## config.mk

```make
export PLATFORM = sky130hd
export DESIGN_NAME = scc_channel_scheduler
export DESIGN_NICKNAME = d
export VERILOG_FILES = /design/src/rtl/scc_pkg.sv /design/src/rtl/scc_channel_state_bank.sv /design/src/rtl/scc_channel_scheduler.sv
export SDC_FILE = /design/constraint.sdc
export NUM_CORES = 1
export LEC_CHECK = 0
export ABC_AREA = 1
export BUFFER_PORTS_ARGS = -buffer_cell sky130_fd_sc_hd__buf_2
export CORE_UTILIZATION = 35
export CTS_BUF_LIST = sky130_fd_sc_hd__clkbuf_4
export DETAILED_ROUTE_END_ITERATION = 8
export HOLD_SLACK_MARGIN = 0.15
export PLACE_DENSITY = 0.65
export SETUP_SLACK_MARGIN = 0.15
export SLEW_MARGIN = 20
export SYNTH_ARGS = -nofsm -noshare
export SYNTH_HDL_FRONTEND = slang
export SYNTH_SLANG_ARGS = --single-unit
```

## constraint.sdc

```tcl
create_clock -name clk -period 6.8 [get_ports clk]
set_clock_uncertainty 0.05 [all_clocks]
set_input_delay 0.34 -clock clk [delete_from_list [all_inputs] [get_ports clk]]
set_output_delay 0.34 -clock clk [all_outputs]
set_load 0.02 [all_outputs]
```

## src/rtl/scc_pkg.sv

```systemverilog
// Shared widths, FSM encoding and per-channel state payload for the SCC channel scheduler.
package scc_pkg;

  localparam int unsigned FREQ_W      = 12;
  localparam int unsigned WAVE_ADDR_W = 5;
  localparam int unsigned SAMPLE_W    = 8;

  typedef enum logic [1:0] {
    ST_IDLE   = 2'd0,
    ST_REQ    = 2'd1,
    ST_COMMIT = 2'd2
  } state_t;

  typedef struct packed {
    logic [FREQ_W-1:0]      cnt;
    logic [WAVE_ADDR_W-1:0] wave;
  } chan_state_t;

endpackage

```

## src/rtl/scc_channel_state_bank.sv

```systemverilog
// Per-channel frequency register, counter and wave address with generator write-back and CPU write.
// SCC_FREQ_WRITE_RESET_EN: a CPU frequency write also clears that channel's counter and wave address.
module scc_channel_state_bank
  import scc_pkg::*;
#(
  parameter int unsigned CHANNELS = 5,
  parameter int unsigned CH_W     = 3
) (
  input  logic                   clk,
  input  logic                   reset,
  input  logic [CH_W-1:0]        rd_ch,
  output logic [FREQ_W-1:0]      rd_freq,
  output logic [FREQ_W-1:0]      rd_cnt,
  output logic [WAVE_ADDR_W-1:0] rd_wave,
  input  logic                   wb_en,
  input  logic [CH_W-1:0]        wb_ch,
  input  logic [FREQ_W-1:0]      wb_cnt,
  input  logic [WAVE_ADDR_W-1:0] wb_wave,
  input  logic                   cpu_we,
  input  logic [CH_W-1:0]        cpu_ch,
  input  logic [FREQ_W-1:0]      cpu_freq
);

  localparam int unsigned DEPTH = 1 << CH_W;

  chan_state_t       st_q   [DEPTH];
  logic [FREQ_W-1:0] freq_q [DEPTH];
  logic              cpu_hit;

  // Writes to channels beyond CHANNELS are dropped; the extra entries stay at reset.
  assign cpu_hit = cpu_we && ({1'b0, cpu_ch} < (CH_W+1)'(CHANNELS));

  always_ff @(posedge clk or posedge reset) begin
    if (reset) begin
      for (int unsigned i = 0; i < DEPTH; i++) begin
        st_q[i]   <= '0;
        freq_q[i] <= '0;
      end
    end else begin
      if (cpu_hit) freq_q[cpu_ch] <= cpu_freq;
      if (wb_en) st_q[wb_ch] <= '{cnt: wb_cnt, wave: wb_wave};
`ifdef SCC_FREQ_WRITE_RESET_EN
      // Placed after the write-back so the clear wins on a same-channel collision.
      if (cpu_hit) st_q[cpu_ch] <= '0;
`endif
    end
  end

  assign rd_freq = freq_q[rd_ch];
  assign rd_cnt  = st_q[rd_ch].cnt;
  assign rd_wave = st_q[rd_ch].wave;

endmodule

```

## src/rtl/scc_channel_scheduler.sv

```systemverilog
// Time-multiplexes one external tone generator across CHANNELS wave channels, one pass per frame tick.
// Optional SCC_FREQ_WRITE_RESET_EN (in the state bank): frequency writes restart the channel.
module scc_channel_scheduler
  import scc_pkg::*;
#(
  parameter int unsigned CHANNELS = 5,
  parameter int unsigned CH_W     = 3
) (
  input  logic                   clk,
  input  logic                   reset,
  input  logic                   clk_en,
  input  logic                   reg_we,
  input  logic [CH_W-1:0]        reg_ch,
  input  logic [FREQ_W-1:0]      reg_freq,
  input  logic [CHANNELS-1:0]    key_on,
  output logic [WAVE_ADDR_W-1:0] tg_wave_address_in,
  output logic [FREQ_W-1:0]      tg_frequency_count_in,
  output logic [FREQ_W-1:0]      tg_reg_frequency_count,
  input  logic [WAVE_ADDR_W-1:0] tg_wave_address_out,
  input  logic [FREQ_W-1:0]      tg_frequency_count_out,
  output logic                   mem_req,
  output logic [CH_W+4:0]        mem_addr,
  input  logic                   mem_ack,
  input  logic [SAMPLE_W-1:0]    mem_rdata,
  output logic                   sample_valid,
  output logic [CH_W-1:0]        sample_ch,
  output logic [SAMPLE_W-1:0]    sample_data,
  output logic                   frame_end,
  output logic                   busy,
  output logic                   overrun
);

  localparam logic [CH_W-1:0] LAST_CH = CH_W'(CHANNELS - 1);

  state_t              state, state_nxt;
  logic [CH_W-1:0]     ch, ch_nxt;
  logic [SAMPLE_W-1:0] rdata_q, rdata_nxt;
  logic                wb_en;

  scc_channel_state_bank #(
    .CHANNELS(CHANNELS),
    .CH_W    (CH_W)
  ) u_bank (
    .clk     (clk),
    .reset   (reset),
    .rd_ch   (ch),
    .rd_freq (tg_reg_frequency_count),
    .rd_cnt  (tg_frequency_count_in),
    .rd_wave (tg_wave_address_in),
    .wb_en   (wb_en),
    .wb_ch   (ch),
    .wb_cnt  (tg_frequency_count_out),
    .wb_wave (tg_wave_address_out),
    .cpu_we  (reg_we),
    .cpu_ch  (reg_ch),
    .cpu_freq(reg_freq)
  );

  always_ff @(posedge clk or posedge reset) begin
    if (reset) begin
      state   <= ST_IDLE;
      ch      <= '0;
      rdata_q <= '0;
      overrun <= 1'b0;
    end else begin
      state   <= state_nxt;
      ch      <= ch_nxt;
      rdata_q <= rdata_nxt;
      // A tick arriving during any pass (including its last commit) is dropped and flagged.
      overrun <= clk_en && (state != ST_IDLE);
    end
  end

  always_comb begin
    state_nxt    = state;
    ch_nxt       = ch;
    rdata_nxt    = rdata_q;
    wb_en        = 1'b0;
    mem_req      = 1'b0;
    busy         = 1'b1;
    sample_valid = 1'b0;
    frame_end    = 1'b0;
    sample_data  = '0;
    case (state)
      ST_IDLE: begin
        busy = 1'b0;
        if (clk_en) begin
          ch_nxt    = '0;
          state_nxt = ST_REQ;
        end
      end
      ST_REQ: begin
        mem_req = 1'b1;
        if (mem_ack) begin
          rdata_nxt = mem_rdata;
          state_nxt = ST_COMMIT;
        end
      end
      ST_COMMIT: begin
        wb_en        = 1'b1;
        sample_valid = 1'b1;
        sample_data  = key_on[ch] ? rdata_q : '0;
        if (ch == LAST_CH) begin
          frame_end = 1'b1;
          state_nxt = ST_IDLE;
        end else begin
          ch_nxt    = ch + CH_W'(1);
          state_nxt = ST_REQ;
        end
      end
      default: begin
        busy      = 1'b0;
        state_nxt = ST_IDLE;
      end
    endcase
  end

  assign mem_addr  = {ch, tg_wave_address_in};
  assign sample_ch = ch;

endmodule

```

* Word level (Yosys, flattened, before mapping)
Cells that the tools add are included.
** Word-level totals
- Logic and storage cells :: 82
- Bits in writable memories :: 0
- Register bits :: 246
- Bits in latches :: 0
- Memories kept :: 0
- Bits in read-only memories :: 0
- Bits of input ports :: 50
** Operators by class
- Multiply operators :: 0
- Mux-type cells :: 28
- Shifts and indexed selects :: 0
- Reduce and logical (&&, ||, !) cells :: 11
- Bitwise operators :: 2
- Order comparisons :: 6
- Divide/modulo/power cells :: 0
- $add $sub $neg :: 1
- Equal/unequal tests :: 6
** Operators by type and width (count)
- $bwmux W136 :: 1
- $bwmux W96 :: 1
- $bmux W17 S3 :: 1
- $demux W17 S3 :: 1
- $mux W17 :: 3
- $bmux W12 S3 :: 1
- $demux W12 S3 :: 1
- $mux W12 :: 3
- $mux W8 :: 2
- $ge A4 B4 Y1 const B :: 2
- $lt A4 B1 Y1 const B :: 2
- $not A3 Y4 :: 2
- $mux W1 :: 7
- $mux W3 :: 2
- $ne A2 B2 Y1 const B :: 3
- $pmux W2 S3 :: 1
- $pmux W3 S2 :: 1
- $logic_and A1 B1 Y1 :: 4
- $lt A3 B4 Y1 const B :: 1
- $mux W2 :: 2
- $reduce_and A2 Y1 :: 2
- $reduce_bool A2 Y1 :: 2
- $add A3 B1 Y3 const B :: 1
- $bmux W1 S3 :: 1
- other kinds (7) :: 7

* Logic depth before layout (Yosys ltp)
- Word-level depth :: 6
- Depth in mapped cells :: 9

* Modules after synthesis
A second synthesis with hierarchy kept.
** Unflattened totals
- Cell total of the unflattened synthesis :: 1623
- Area total of the unflattened synthesis :: 12019.0 um^2
** Modules (own cells, without submodules)
- scc_channel_state_bank :: seq. area each 5805.6 um^2, area each 11131.9 um^2, instances 1, cells an instance 1525
- scc_channel_scheduler :: seq. area each 350.3 um^2, area each 887.1 um^2, instances 1, cells an instance 98

* Worst setup path after synthesis
OpenSTA, ideal clock, no wires.
- Path type :: register to output
- From :: register ch[0], in the netlist sample_ch[0]
- To :: output port tg_wave_address_in[0]
- Stages on the path, launching flop included :: 7
- Setup slack :: 4652 ps
- Buffers on the path :: 3
- Data required time :: 6410 ps
- Arrival :: 1758 ps
- Path through :: dfrtp_1 buf_4 clkbuf_1 or2_2 o211ai_1 nand4_1 buf_4
** Between the ends
- Cells in the longest elaborated chain, start to end :: 4
** Ends and longest elaborated chain
- start: declaration :: RTL line scc_channel_scheduler.sv:36 : logic [CH_W-1:0] ch, ch_nxt;
- start signal: assignment :: RTL line scc_channel_scheduler.sv:67 : ch <= ch_nxt;
- $not A3 Y4 (not written as such) :: RTL line scc_channel_state_bank.sv:51 : assign rd_wave = st_q[rd_ch].wave;
- $bmux W17 S3 :: RTL line scc_channel_state_bank.sv:51
- $mux W17 (2 in a row)
- end: declaration :: RTL line scc_channel_scheduler.sv:16 : output logic [WAVE_ADDR_W-1:0] tg_wave_address_in,
Every way passes these cells. The select of a mux whose other input is x is not followed.

* Worst setup path in the final report
- From :: register ch[0], in the netlist sample_ch[0]
- To :: output port tg_reg_frequency_count[5]
** Between the ends
- Cells in the longest elaborated chain, start to end :: 4
** Ends and longest elaborated chain
- $not A3 Y4 (not written as such) :: RTL line scc_channel_state_bank.sv:49 : assign rd_freq = freq_q[rd_ch];
- $bmux W12 S3 :: RTL line scc_channel_state_bank.sv:49
- $mux W12 (not written as such) (2 in a row) :: RTL line scc_channel_state_bank.sv:49
- end: declaration :: RTL line scc_channel_scheduler.sv:18 : output logic [FREQ_W-1:0] tg_reg_frequency_count,
Every way passes these cells. The select of a mux whose other input is x is not followed.

==> run summary <==
Status: completed
Worst hold path class: register to register
Clock transition at path regs: 60 ps
Relative slew slack: 22.1%
Leakage power: 6.12 nW
Final worst setup slack: 3050 ps
Hold depth: 0
Fillers: 3,031
IO Pins: 103
Placed insts: 1,569
GRT Residual Overflow: 0
Period utilization: 55.2%
Setup slack, reg-to-reg: 3900 ps
Pin count of the biggest net entering global routing: 147
Setup TNS: 0 ps
Starting Density: 35.6%
Most frequent cells in the layout: 245 x dfrtp_1, 229 x nand2_1, 172 x o21ai_0, 104 x o211ai_1, 102 x buf_2
Drt initial violations: 518
Routed Antenna Nets: 0
Largest family of logic cells by synthesized area: compound AO/OA/AOI/OAI gates
Gr usage total: 17.7%
Synth-to-layout area growth: 16.5%
Vias per cell: 4.94
Pwr dens: 387 nW/um^2
Layout cell share with drive strength beyond 1: 24.1%
Max cap viols: 0
Post-synth cell types: 27
Compound-Gate Fraction of Synth Area: 17.5%
Pre-CTS setup slack: 3750 ps
Clock Root Buffer: clkbuf_4
TritonRoute pass-1 iters: 5
Post-detail-place hpwl: 15,400 um
Die Area: 31,800 sq um
Synthesized area: 10,900 sq um
Post-cts resize count: 0
Clock tree buffer depth: 3
R2r worst-path depth: 4
Drc violations: 0
# clock sinks: 246
Mux cell area share after synthesis: 0%
First-pass GRT wire length: 43,900 um
Period minus WS final: 3750 ps
Clk_lat worst skew: 680 ps
H-tree levels: 3
Simple-gate portion of the synthesized area: 17.5%
CP Launch Type: register
RSZ-0062 raised after global routing: no
Post-Synthesis Cells: 1,181
Endpoints failing setup: 0
Number of global-route vias before repair: 8,352
Max frequency: 0.267 GHz
Adder-cell share of the synthesized area: 0.690%
Yosys warns: 0
Core Footprint: 30,600 sq um
Synthesized flop and latch total: 246
Routed WL: 27,000 um
CP arrival: 3360 ps
Site Rows: 64
Finished Layout Cells: 1,720
Final Hold Viols: 0
Worst R2R Start: sample_ch[1]$_DFFE_PP0P_
Reg2reg end: u_bank.st_q[90]$_DFFE_PP0P_
Post-Synth XOR/XNOR Area: 0.0805%
Post-synthesis sequential area ratio: 56.6%
Commonest non-fill, non-tap cell in the layout: dfrtp_1
Vias post-DR: 8,492
Die Span Y: 178 um
Min-delay src: u_bank.freq_q[4]$_DFFE_PP0P_
RD Place Congestion: 0.759
Final max-slew violation count: 0
Initial antenna violation count: 1
CTS tree: yes
Syn Nets: 1,237
Critical Path Fanout Max: 65
Peak VDD IR: 0.000136 V
TritonCTS Buffers: 69
Worst-margin pin slew: 1170 ps
Routed length per placed instance: 15.7 um
Die width: 178 um
CP Capture Type: output port
Layout net count: 1,341
Hold endpoint: u_bank.freq_q[4]$_DFFE_PP0P_
Critical path type: register to output port
Mean Syn Cell Area: 9.22 sq um
Buffers on Ports: 102
Critical Path RT: 6410 ps
logic make-up after synthesis:
| group | count (synthesis) |
|---|---|
| simple gates | 412 |
| xor+xnor | 1 |
| buf+inv | 187 |
| flops | 246 |
| compound gates | 329 |
| fa+ha+maj | 6 |
worst max-delay path, stage by stage, from the launching register on:
cell,delay (ps)
dfrtp_4,710
inv_2,670
buf_4,660
o21ai_0,200
nand4_1,210
buf_2,200
worst max-delay path by stage:
| stage | endpoint | slack (ps) | start |
|---|---|---|---|
| 2_1_floorplan | overrun$_DFF_PP0_ | 3180 | reset |
| 3_3_place_gp | tg_reg_frequency_count[2] | 3790 | sample_ch[0]$_DFFE_PP0P_ |
| 3_5_place_dp | tg_reg_frequency_count[2] | 3750 | sample_ch[0]$_DFFE_PP0P_ |
| 4_1_cts | tg_reg_frequency_count[2] | 2980 | sample_ch[0]$_DFFE_PP0P_ |
| 5_1_grt | tg_reg_frequency_count[5] | 2760 | sample_ch[0]$_DFFE_PP0P_ |
| 6_report | tg_reg_frequency_count[5] | 3050 | sample_ch[0]$_DFFE_PP0P_ |
layout make-up:
cell class / count / area [sq um] / share of cell area, %
Antenna cell: 1 / 2.50 / 0.0197
Clock buffer: 98 / 736 / 5.80
Clock inverter: 11 / 115 / 0.908
Inverter: 70 / 268 / 2.11
Multi-Input combinational cell: 748 / 3900 / 30.7
Sequential cell: 246 / 6160 / 48.6
Tap cell: 396 / 495 / 3.91
Timing Repair Buffer: 150 / 1000 / 7.92
state kept, by name, indices dropped and copies added, names as in the netlist:
register       cells
overrun            1
rdata_q            8
sample_ch          3
state              2
u_bank.freq_q     96
u_bank.st_q      136
cell usage after synthesis (all sizes together):
library cell / n / area share, %
inv: 69 / 2.4
nand4: 29 / 1.7
o21ai: 214 / 9.8
clkbuf: 66 / 2.3
nand2: 236 / 8.3
dfrtp: 246 / 57
a21oi: 11 / 0.51
nand3: 8 / 0.41
ha: 6 / 0.69
clkinv: 1 / 0.046
buf: 51 / 2.9
xor2: 1 / 0.080
nor2: 52 / 2.1
o211ai: 104 / 7.2
or2: 87 / 5.0
per-layer routing:
metal  up-vias  track usage (%)  routed length (um)
met3        49             4.03                1400
met1      4048             23.6               12700
met5         -                0                   0
met4         0             6.57                 494
met2       234             27.9               12300
li1       4161                -                   -
report_power, final:
part           internal [W]  switching (W)  total [W]
sequential          0.00186       0.000219    0.00208
combinational      0.000576       0.000903    0.00148
clock              0.000734       0.000618    0.00135
total               0.00317        0.00174    0.00491
what timing repair did:
| action | in CTS | in global routing |
|---|---|---|
| buffers inserted | 0 | 0 |
| hold buffers | 40 | 0 |
| hold endpoints to repair | 251 | 0 |
metrics by stage:
step | instance area, sq um | total power [W] | utilization, % | hold WS, ps
after floorplan | 10900 | 0.00317 | - | 374
after global placement | 11400 | 0.00352 | 37.3 | 311
after detailed placement | 11400 | 0.00356 | 37.3 | 310
after CTS | 12600 | 0.00497 | 41.3 | 290
after global routing | 12700 | 0.00529 | 41.4 | 329
final | 12700 | 0.00491 | 41.4 | 321
Power figures use the tool's default switching activity.
